[src/rtl/vga_draw_scheduler_if.sv]
// Request/ack handshakes and adapter drive lines between the requesters and the draw scheduler.
// The master side is the requester/adapter view; the slave side is the scheduler itself.
interface vga_draw_scheduler_if;
    logic       clear_req;
    logic       fill_req;
    logic [7:0] fill_x0;
    logic [6:0] fill_y0;
    logic [7:0] fill_w;
    logic [6:0] fill_h;
    logic [2:0] fill_colour;
    logic       pix_req;
    logic [7:0] pix_x;
    logic [6:0] pix_y;
    logic [2:0] pix_colour;
    logic       clear_ack;
    logic       fill_ack;
    logic       pix_ack;
    logic       busy;
    logic       done;
    logic [7:0] vga_x;
    logic [6:0] vga_y;
    logic [2:0] vga_colour;
    logic       vga_plot;

    modport master (
        output clear_req, fill_req, fill_x0, fill_y0, fill_w, fill_h, fill_colour,
               pix_req, pix_x, pix_y, pix_colour,
        input  clear_ack, fill_ack, pix_ack, busy, done,
               vga_x, vga_y, vga_colour, vga_plot
    );

    modport slave (
        input  clear_req, fill_req, fill_x0, fill_y0, fill_w, fill_h, fill_colour,
               pix_req, pix_x, pix_y, pix_colour,
        output clear_ack, fill_ack, pix_ack, busy, done,
               vga_x, vga_y, vga_colour, vga_plot
    );
endinterface

[src/rtl/vga_draw_scheduler.sv]
// Fixed-priority pixel-write scheduler for a 160x120 3-bit VGA adapter.
// Clear and rectangle fill are walked as rasters at one pixel per clock; single pixels plot in the accept cycle.
module vga_draw_scheduler #(
    parameter int         XMAX      = 160,
    parameter int         YMAX      = 120,
    parameter logic [2:0] BG_COLOUR = 3'b000
) (
    input  logic                  clock,
    input  logic                  resetn,
    vga_draw_scheduler_if.slave   bus
);
    localparam logic [8:0] XLIM    = 9'(XMAX);
    localparam logic [7:0] YLIM    = 8'(YMAX);
    localparam logic [7:0] CLEAR_W = 8'(XMAX);
    localparam logic [6:0] CLEAR_H = 7'(YMAX);

    typedef enum logic [1:0] {IDLE, CLEAR, FILL} state_t;

    state_t     state_reg;
    logic [7:0] cx_reg, x0_reg, w_reg;
    logic [6:0] cy_reg, y0_reg, h_reg;
    logic       clear_ack_reg, fill_ack_reg, pix_ack_reg, busy_reg, done_reg, plot_reg;
    logic [7:0] vga_x_reg;
    logic [6:0] vga_y_reg;
    logic [2:0] vga_colour_reg;

    logic       last_col, last_row, last_pix;
    logic [7:0] cx_next;
    logic [6:0] cy_next;
    logic [8:0] step_x;
    logic [7:0] step_y;
    logic       step_vis, fill_vis, pix_vis;

    // Counters hold the pixel currently on the adapter; the *_next values describe the one after it.
    always_comb begin
        last_col = (cx_reg == w_reg - 8'd1);
        last_row = (cy_reg == h_reg - 7'd1);
        last_pix = (w_reg == 8'd0) || (h_reg == 7'd0) || (last_col && last_row);
        cx_next  = last_col ? 8'd0 : cx_reg + 8'd1;
        cy_next  = last_col ? cy_reg + 7'd1 : cy_reg;
        step_x   = {1'b0, x0_reg} + {1'b0, cx_next};
        step_y   = {1'b0, y0_reg} + {1'b0, cy_next};
        step_vis = (step_x < XLIM) && (step_y < YLIM);
        fill_vis = (bus.fill_w != 8'd0) && (bus.fill_h != 7'd0) &&
                   ({1'b0, bus.fill_x0} < XLIM) && ({1'b0, bus.fill_y0} < YLIM);
        pix_vis  = ({1'b0, bus.pix_x} < XLIM) && ({1'b0, bus.pix_y} < YLIM);
    end

    always_ff @(posedge clock or negedge resetn) begin
        if (!resetn) begin
            state_reg      <= IDLE;
            cx_reg         <= '0;
            cy_reg         <= '0;
            x0_reg         <= '0;
            y0_reg         <= '0;
            w_reg          <= '0;
            h_reg          <= '0;
            clear_ack_reg  <= 1'b0;
            fill_ack_reg   <= 1'b0;
            pix_ack_reg    <= 1'b0;
            busy_reg       <= 1'b0;
            done_reg       <= 1'b0;
            plot_reg       <= 1'b0;
            vga_x_reg      <= '0;
            vga_y_reg      <= '0;
            vga_colour_reg <= '0;
        end else begin
            clear_ack_reg <= 1'b0;
            fill_ack_reg  <= 1'b0;
            pix_ack_reg   <= 1'b0;
            done_reg      <= 1'b0;
            case (state_reg)
                IDLE: begin
                    busy_reg <= 1'b0;
                    plot_reg <= 1'b0;
                    cx_reg   <= '0;
                    cy_reg   <= '0;
                    if (bus.clear_req) begin
                        // Clear reuses the fill raster walker over the whole screen.
                        state_reg      <= CLEAR;
                        clear_ack_reg  <= 1'b1;
                        busy_reg       <= 1'b1;
                        x0_reg         <= '0;
                        y0_reg         <= '0;
                        w_reg          <= CLEAR_W;
                        h_reg          <= CLEAR_H;
                        vga_x_reg      <= '0;
                        vga_y_reg      <= '0;
                        vga_colour_reg <= BG_COLOUR;
                        plot_reg       <= 1'b1;
                    end else if (bus.fill_req) begin
                        state_reg      <= FILL;
                        fill_ack_reg   <= 1'b1;
                        busy_reg       <= 1'b1;
                        x0_reg         <= bus.fill_x0;
                        y0_reg         <= bus.fill_y0;
                        w_reg          <= bus.fill_w;
                        h_reg          <= bus.fill_h;
                        vga_x_reg      <= bus.fill_x0;
                        vga_y_reg      <= bus.fill_y0;
                        vga_colour_reg <= bus.fill_colour;
                        plot_reg       <= fill_vis;
                    end else if (bus.pix_req) begin
                        pix_ack_reg    <= 1'b1;
                        vga_x_reg      <= bus.pix_x;
                        vga_y_reg      <= bus.pix_y;
                        vga_colour_reg <= bus.pix_colour;
                        plot_reg       <= pix_vis;
                    end
                end
                CLEAR, FILL: begin
                    if (last_pix) begin
                        state_reg <= IDLE;
                        done_reg  <= 1'b1;
                        busy_reg  <= 1'b0;
                        plot_reg  <= 1'b0;
                    end else begin
                        cx_reg    <= cx_next;
                        cy_reg    <= cy_next;
                        vga_x_reg <= step_x[7:0];
                        vga_y_reg <= step_y[6:0];
                        plot_reg  <= step_vis;
                    end
                end
                default: state_reg <= IDLE;
            endcase
        end
    end

    assign bus.clear_ack  = clear_ack_reg;
    assign bus.fill_ack   = fill_ack_reg;
    assign bus.pix_ack    = pix_ack_reg;
    assign bus.busy       = busy_reg;
    assign bus.done       = done_reg;
    assign bus.vga_x      = vga_x_reg;
    assign bus.vga_y      = vga_y_reg;
    assign bus.vga_colour = vga_colour_reg;
    assign bus.vga_plot   = plot_reg;
endmodule

[src/flat_wrapper.sv]
// flat-port wrapper written by rule: the top's interface ports become plain ports
module vga_draw_scheduler_flat 
#(
    parameter int         XMAX      = 160,
    parameter int         YMAX      = 120,
    parameter logic [2:0] BG_COLOUR = 3'b000
)
  (clock, resetn, bus_clear_req, bus_fill_req, bus_fill_x0, bus_fill_y0, bus_fill_w, bus_fill_h, bus_fill_colour, bus_pix_req, bus_pix_x, bus_pix_y, bus_pix_colour, bus_clear_ack, bus_fill_ack, bus_pix_ack, bus_busy, bus_done, bus_vga_x, bus_vga_y, bus_vga_colour, bus_vga_plot);
  vga_draw_scheduler_if bus_i ();
  input  logic clock;
  input  logic resetn;
  input wire logic [$bits(bus_i.clear_req)-1:0] bus_clear_req;
  input wire logic [$bits(bus_i.fill_req)-1:0] bus_fill_req;
  input wire logic [$bits(bus_i.fill_x0)-1:0] bus_fill_x0;
  input wire logic [$bits(bus_i.fill_y0)-1:0] bus_fill_y0;
  input wire logic [$bits(bus_i.fill_w)-1:0] bus_fill_w;
  input wire logic [$bits(bus_i.fill_h)-1:0] bus_fill_h;
  input wire logic [$bits(bus_i.fill_colour)-1:0] bus_fill_colour;
  input wire logic [$bits(bus_i.pix_req)-1:0] bus_pix_req;
  input wire logic [$bits(bus_i.pix_x)-1:0] bus_pix_x;
  input wire logic [$bits(bus_i.pix_y)-1:0] bus_pix_y;
  input wire logic [$bits(bus_i.pix_colour)-1:0] bus_pix_colour;
  output wire logic [$bits(bus_i.clear_ack)-1:0] bus_clear_ack;
  output wire logic [$bits(bus_i.fill_ack)-1:0] bus_fill_ack;
  output wire logic [$bits(bus_i.pix_ack)-1:0] bus_pix_ack;
  output wire logic [$bits(bus_i.busy)-1:0] bus_busy;
  output wire logic [$bits(bus_i.done)-1:0] bus_done;
  output wire logic [$bits(bus_i.vga_x)-1:0] bus_vga_x;
  output wire logic [$bits(bus_i.vga_y)-1:0] bus_vga_y;
  output wire logic [$bits(bus_i.vga_colour)-1:0] bus_vga_colour;
  output wire logic [$bits(bus_i.vga_plot)-1:0] bus_vga_plot;
  assign bus_i.clear_req = bus_clear_req;
  assign bus_i.fill_req = bus_fill_req;
  assign bus_i.fill_x0 = bus_fill_x0;
  assign bus_i.fill_y0 = bus_fill_y0;
  assign bus_i.fill_w = bus_fill_w;
  assign bus_i.fill_h = bus_fill_h;
  assign bus_i.fill_colour = bus_fill_colour;
  assign bus_i.pix_req = bus_pix_req;
  assign bus_i.pix_x = bus_pix_x;
  assign bus_i.pix_y = bus_pix_y;
  assign bus_i.pix_colour = bus_pix_colour;
  assign bus_clear_ack = bus_i.clear_ack;
  assign bus_fill_ack = bus_i.fill_ack;
  assign bus_pix_ack = bus_i.pix_ack;
  assign bus_busy = bus_i.busy;
  assign bus_done = bus_i.done;
  assign bus_vga_x = bus_i.vga_x;
  assign bus_vga_y = bus_i.vga_y;
  assign bus_vga_colour = bus_i.vga_colour;
  assign bus_vga_plot = bus_i.vga_plot;
  vga_draw_scheduler #(.XMAX(XMAX), .YMAX(YMAX), .BG_COLOUR(BG_COLOUR)) u_core (.clock(clock), .resetn(resetn), .bus(bus_i));
endmodule
[config.mk]
export PLATFORM = sky130hd
export DESIGN_NAME = vga_draw_scheduler_flat
export DESIGN_NICKNAME = d
export VERILOG_FILES = /design/src/rtl/vga_draw_scheduler_if.sv /design/src/rtl/vga_draw_scheduler.sv /design/src/flat_wrapper.sv
export SDC_FILE = /design/constraint.sdc
export NUM_CORES = 1
export LEC_CHECK = 0
export CORE_MARGIN = 10
export CORE_UTILIZATION = 30
export DETAILED_ROUTE_END_ITERATION = 10
export DONT_BUFFER_PORTS = 1
export PLACE_DENSITY_LB_ADDON = 0.2
export SYNTH_ARGS = -nofsm -noshare
export SYNTH_HDL_FRONTEND = slang
export SYNTH_SLANG_ARGS = --single-unit
[constraint.sdc]
create_clock -name clock -period 3.9 [get_ports clock]
set_clock_uncertainty 0.15 [all_clocks]
set_input_delay 0.195 -clock clock [delete_from_list [all_inputs] [get_ports clock]]
set_output_delay 0.195 -clock clock [all_outputs]
set_load 0.05 [all_outputs]
# After elaboration in Yosys (flattened, before gate mapping)
# Cells that the tools add are included.
[totals]
output_inout_bits = 24
register_bits = 71
[op_classes]
add_sub_neg = 6
n_lt_le_gt_ge = 6
reduce_logical = 23
muxes = 50
eq_ne = 8
[op_table]
columns = ["operator", "count"]
rows = [
  ["$mux W8", 10],
  ["$mux W7", 10],
  ["$pmux W8 S2", 2],
  ["$pmux W7 S2", 2],
  ["$mux W1", 17],
  ["$lt A8 B8 Y1 const B", 2],
  ["$lt A7 B7 Y1 const B", 2],
  ["$reduce_and A2 Y1", 5],
  ["$add A8 B8 Y9", 1],
  ["$lt A9 B8 Y1 const B", 1],
  ["$mux W3", 3],
  ["$add A7 B7 Y8", 1],
  ["$add A8 B1 Y8 const B", 1],
  ["$eq A8 B8 Y1", 1],
  ["$logic_not A8 Y1", 1],
  ["$lt A8 B7 Y1 const B", 1],
  ["$reduce_bool A8 Y1", 1],
  ["$sub A8 B1 Y8 const B", 1],
  ["$add A7 B1 Y7 const B", 1],
  ["$eq A7 B7 Y1", 1],
  ["$logic_not A7 Y1", 1],
  ["$reduce_bool A7 Y1", 1],
  ["$sub A7 B1 Y7 const B", 1],
  ["$logic_and A1 B1 Y1", 6],
  ["15 further kinds", 20],
]

# Logic depth before layout (Yosys ltp)
[logic_depth]
word_depth = 8
mapped_depth = 18
ltp_nobuf = 17

# Worst setup path before layout
# Ideal clock, no wire load.
[synth_path]
path_type = "register to register"
startpoint = "register u_core.w_reg[2]"
endpoint = "register u_core.plot_reg (netlist: u_core.bus.vga_plot)"
t_arrival_ns = 3.625
setup_time_ns = 0.095
stages_incl_launch_ff = 16
path_slack_ns = 0.029
path_buffers = 1
cell_sequence = "dfrtp_1 -> or4_4 -> nor4_4 -> a211oi_2 -> a211oi_2 -> buf_6 -> nor2_1 -> ha_1 -> fa_1 -> a21oi_1 -> o21ai_0 -> o21a_1 -> nor3_1 -> nor2_1 -> o21a_1 -> o31ai_1"
[synth_between]
elab_chain_cells = 8
[synth_lines]
columns = ["item", "line", "text"]
rows = [
  ["start, declared", "vga_draw_scheduler.sv:20", "logic [7:0] cx_reg, x0_reg, w_reg;"],
  ["start signal, assigned", "vga_draw_scheduler.sv:97", "w_reg <= bus.fill_w;"],
  ["$sub A8 B1 Y8", "vga_draw_scheduler.sv:36", "last_col = (cx_reg == w_reg - 8'd1);"],
  ["$eq A8 B8 Y1", "vga_draw_scheduler.sv:36", ""],
  ["$mux W8 or $mux W7 (tied branches)", "vga_draw_scheduler.sv:39, vga_draw_scheduler.sv:40", ""],
  ["$add A8 B8 Y9 or $add A7 B7 Y8 (tied branches)", "vga_draw_scheduler.sv:41, vga_draw_scheduler.sv:42", ""],
  ["$lt A9 B8 Y1 or $lt A8 B7 Y1 (tied branches)", "vga_draw_scheduler.sv:43", "step_vis = (step_x < XLIM) && (step_y < YLIM);"],
  ["$logic_and A1 B1 Y1", "vga_draw_scheduler.sv:43", ""],
  ["$mux W1 (*)", "vga_draw_scheduler.sv:112", "if (last_pix) begin"],
  ["$pmux W1 S2 (*)", "vga_draw_scheduler.sv:72", "case (state_reg)"],
  ["end signal, assigned", "vga_draw_scheduler.sv:102", "plot_reg <= fill_vis;"],
  ["end signal, assigned", "vga_draw_scheduler.sv:108", "plot_reg <= pix_vis;"],
  ["end signal, assigned", "vga_draw_scheduler.sv:122", "plot_reg <= step_vis;"],
  ["end, declared", "vga_draw_scheduler.sv:22", "logic clear_ack_reg, fill_ack_reg, pix_ack_reg, busy_reg, done_reg, plot_reg;"],
]
# Every way passes the cells marked *; elsewhere a longest branch is shown, timed or not.
# A chain may end at the register's enable or synchronous reset.

# Worst setup path after layout
# Ends and elaborated chain as after synthesis.

==> impl_results.md <==
- CTS H-tree depth: 3
- Outcome: finished clean
- CP top delay family: compound AO/OA/AOI/OAI gates
- DP HPWL: 10.5 mm
- Post-Synthesis Cells: between 400 and 500
- FF+latch count, synth: 71
- Worst Max-Slew Pin Slew: 0.887 ns
- Gr usage total: between 10% and 20%
- Num rows: between 40 and 50
- Worst-path clk slew: ~0.070 ns
- GPL Wtd Cong: 0.835
- Mapped Nets: ~560
- CP max-delay cell: or4_4
- Clock root cell: clkbuf_16
- Number of top-level pins: 80
- Max Clk Rate: approximately 0.26 GHz
- Fin area: a little under 6000 µm²
- Register area share after synthesis: 37.5%
- Post-synth EDFFs: 0
- Number of distinct library cells after synthesis: 71
- Final max-slew violation count: 0
- R2r endpoint: u_core.bus.vga_plot
- Stages on worst setup path: 16
- Dominant cells by area after synthesis: dfrtp_1 38%, ha_1 6.3%, mux2i_1 4.0%, xnor2_1 3.9%, a21oi_1 2.9%
- Final Worst Setup Slack: 0.0184 ns
- Vias: 3942
- Final wirelength: about 15 mm
- WHS Path Cells: 3
- Cell taking the most area after synthesis: dfrtp_1
- Placed Cells: ~690
- Starting Density: 30.9%
- N_diodes: 0
- Leakage: 2.61 nW
- Crit path kind: register to register
- Grt total ovfl: 0
- Max IR drop VDD: between 300 and 400 µV
- Net count, final: slightly above 600
- Most common library cell in the layout ignoring fill and taps: dfrtp_1
- Final setup TNS: 0 ns
- Avg Inst Size Synth: 9.83 µm²
- Horiz. Die Dim: 146 µm
- First-pass GRT wire length: 23.9 mm
- Leading cell types in the layout, fill and taps excluded: 71 x dfrtp_1, 34 x dlygate4sd3_1, 30 x nand2_1
- Num CTS Buffers: 9
- Fin crit share: 99.5%
- Clk_lat worst skew: about 0.35 ns
- Crit path buf inv count: 2
- Drt wl/cell: just over 20 µm
- Worst slack, placed: -0.145 ns
- Data arrival, critical path: 3.99 ns
- Area Growth Syn to Fin: 24.7%
- Synth top area share: about 38%
- Synth warnings: 0
- Max cap viols: 0
- Final hold slack: ~0.011 ns
- CTS tree: done
- Min cycle time layout: 3.88 ns
- HP Class: primary input to register
- Crit. End Element: register
- Crit path max fanout: 7
- Max clock buf depth: 2
- Core Box Area: ~15000 µm²
- FF-to-FF setup slack: about 0.018 ns
- Min-Delay Endpoint: u_core.bus.vga_colour[0]
- RSZ-0062 raised after global routing: yes
- Depth of the most critical reg-to-reg path: 16
- Initial antenna violation count: 1
- Synth Cell Area: approximately 4700 µm²
- Worst r2r src: u_core.w_reg[2]
- CTS sink count: 71
- DRT antenna net count: 0
- DRC viols: 0
- Vias per std cell: between 5 and 6
- CP Launch Type: register
- Pre-antenna DRT Iters: 4
- Top FF cell, synth: dfrtp_1
- Share of cells above drive strength 1: around a fifth
- Port Buffers: 0
- Async S/R FF share, synth: between 90% and 100%
- Starting DRT DRC Count: 243
- Slew HR: approximately 41%
- Post-Layout Cell Count: 745
- CP max stage delay: between 0.5 and 0.6 ns
- Hold path startpoint: bus_pix_req
- Final Hold Viols: 0
- CP cell instances: or4_4, o221a_1, a211oi_2, a211oi_2, buf_6, buf_6, nand2_4, xnor2_2, ha_1, nor2b_1, o21a_1, o211ai_1, o311ai_2, nand4_1, nand4_1, o31ai_1
- Vias in the first global route: 4098
- Worst Path Required: about 4 ns
- Final setup fails: 0
- Die height: 146 µm
- PwrDens: slightly above 700 nW/µm²
- Placed inst area: ~5000 µm²
- Die area: between 20000 and 25000 µm²
- Maximum number of pins on one net before global-route repair: slightly above 70
==> worst max-delay path by stage <==
stage | start | to | slack, ns
after global placement | u_core.w_reg[2] | u_core.bus.vga_plot | -0.05
after floorplan | u_core.w_reg[2] | u_core.bus.vga_plot | 0.03
after global routing | u_core.w_reg[2] | u_core.bus.vga_plot | -0.17
final | u_core.w_reg[2] | u_core.bus.vga_plot | 0.02
after CTS | u_core.w_reg[1] | u_core.bus.vga_plot | 0.005
after detailed placement | u_core.w_reg[2] | u_core.bus.vga_y[6] | -0.14
==> logic make-up after synthesis <==
group | Yosys count | synth area share (%)
flops | 71 | 37.5
fa+ha+maj | 26 | 7.18
compound gates | 137 | 21.1
mux | 33 | 8.06
xor+xnor | 31 | 5.73
buf+inv | 41 | 4.04
simple gates | 143 | 16.4
==> power breakdown <==
group | internal, W | switching (W)
clock network | 0.000436 | 0.000367
registers | 0.000972 | 0.000567
logic | 0.000836 | 0.00103
total | 0.00224 | 0.00196
==> worst min-delay path, stage by stage <==
cell	delay, ns
o31ai_1	0.12
nand2_1	0.10
o31ai_1	0.06
==> metrics by stage <==
step,power [W],util [%]
final,0.00420,38.6
after global routing,0.00451,38.6
after CTS,0.00413,37.2
after detailed placement,0.00322,32.7
after global placement,0.00320,32.7
after floorplan,0.00274,-
==> synthesized netlist by cell type (12+ instances only) <==
cell	number
clkbuf_1	15
a22o_1	12
inv_1	15
ha_1	24
mux2i_1	19
o21ai_0	27
dfrtp_1	71
nand2_1	32
xnor2_1	21
nor2_1	23
a21oi_1	27
==> cell type report <==
type	instances	area, µm²
Clock inverter	7	53.8
Inverter	17	63.8
Fill cell	1565	9410
Multi-Input combinational cell	370	2960
Sequential cell	71	1780
Tap cell	211	264
Timing Repair Buffer	60	567
Clock buffer	9	225
==> timing repair <==
| action | in CTS | in global routing |
|---|---|---|
| endpoints found under the hold margin | 108 | 0 |
| hold buffers | 35 | 0 |
| setup endpoints to repair | 2 | 6 |
| pin swaps | 3 | 22 |
| buffers inserted | 3 | 5 |
| gates resized for setup | 8 | 39 |
==> per-layer routing <==
| metal | track usage (%) | routed length, µm | vias to the layer above |
|---|---|---|---|
| met5 | 0 | 0 | - |
| met4 | 2.33 | 60 | 0 |
| met3 | 5.90 | 1310 | 4 |
| met2 | 19.9 | 6420 | 106 |
| met1 | 19.8 | 7220 | 1949 |
| li1 | - | - | 1883 |
Power figures use the tool's default switching activity.
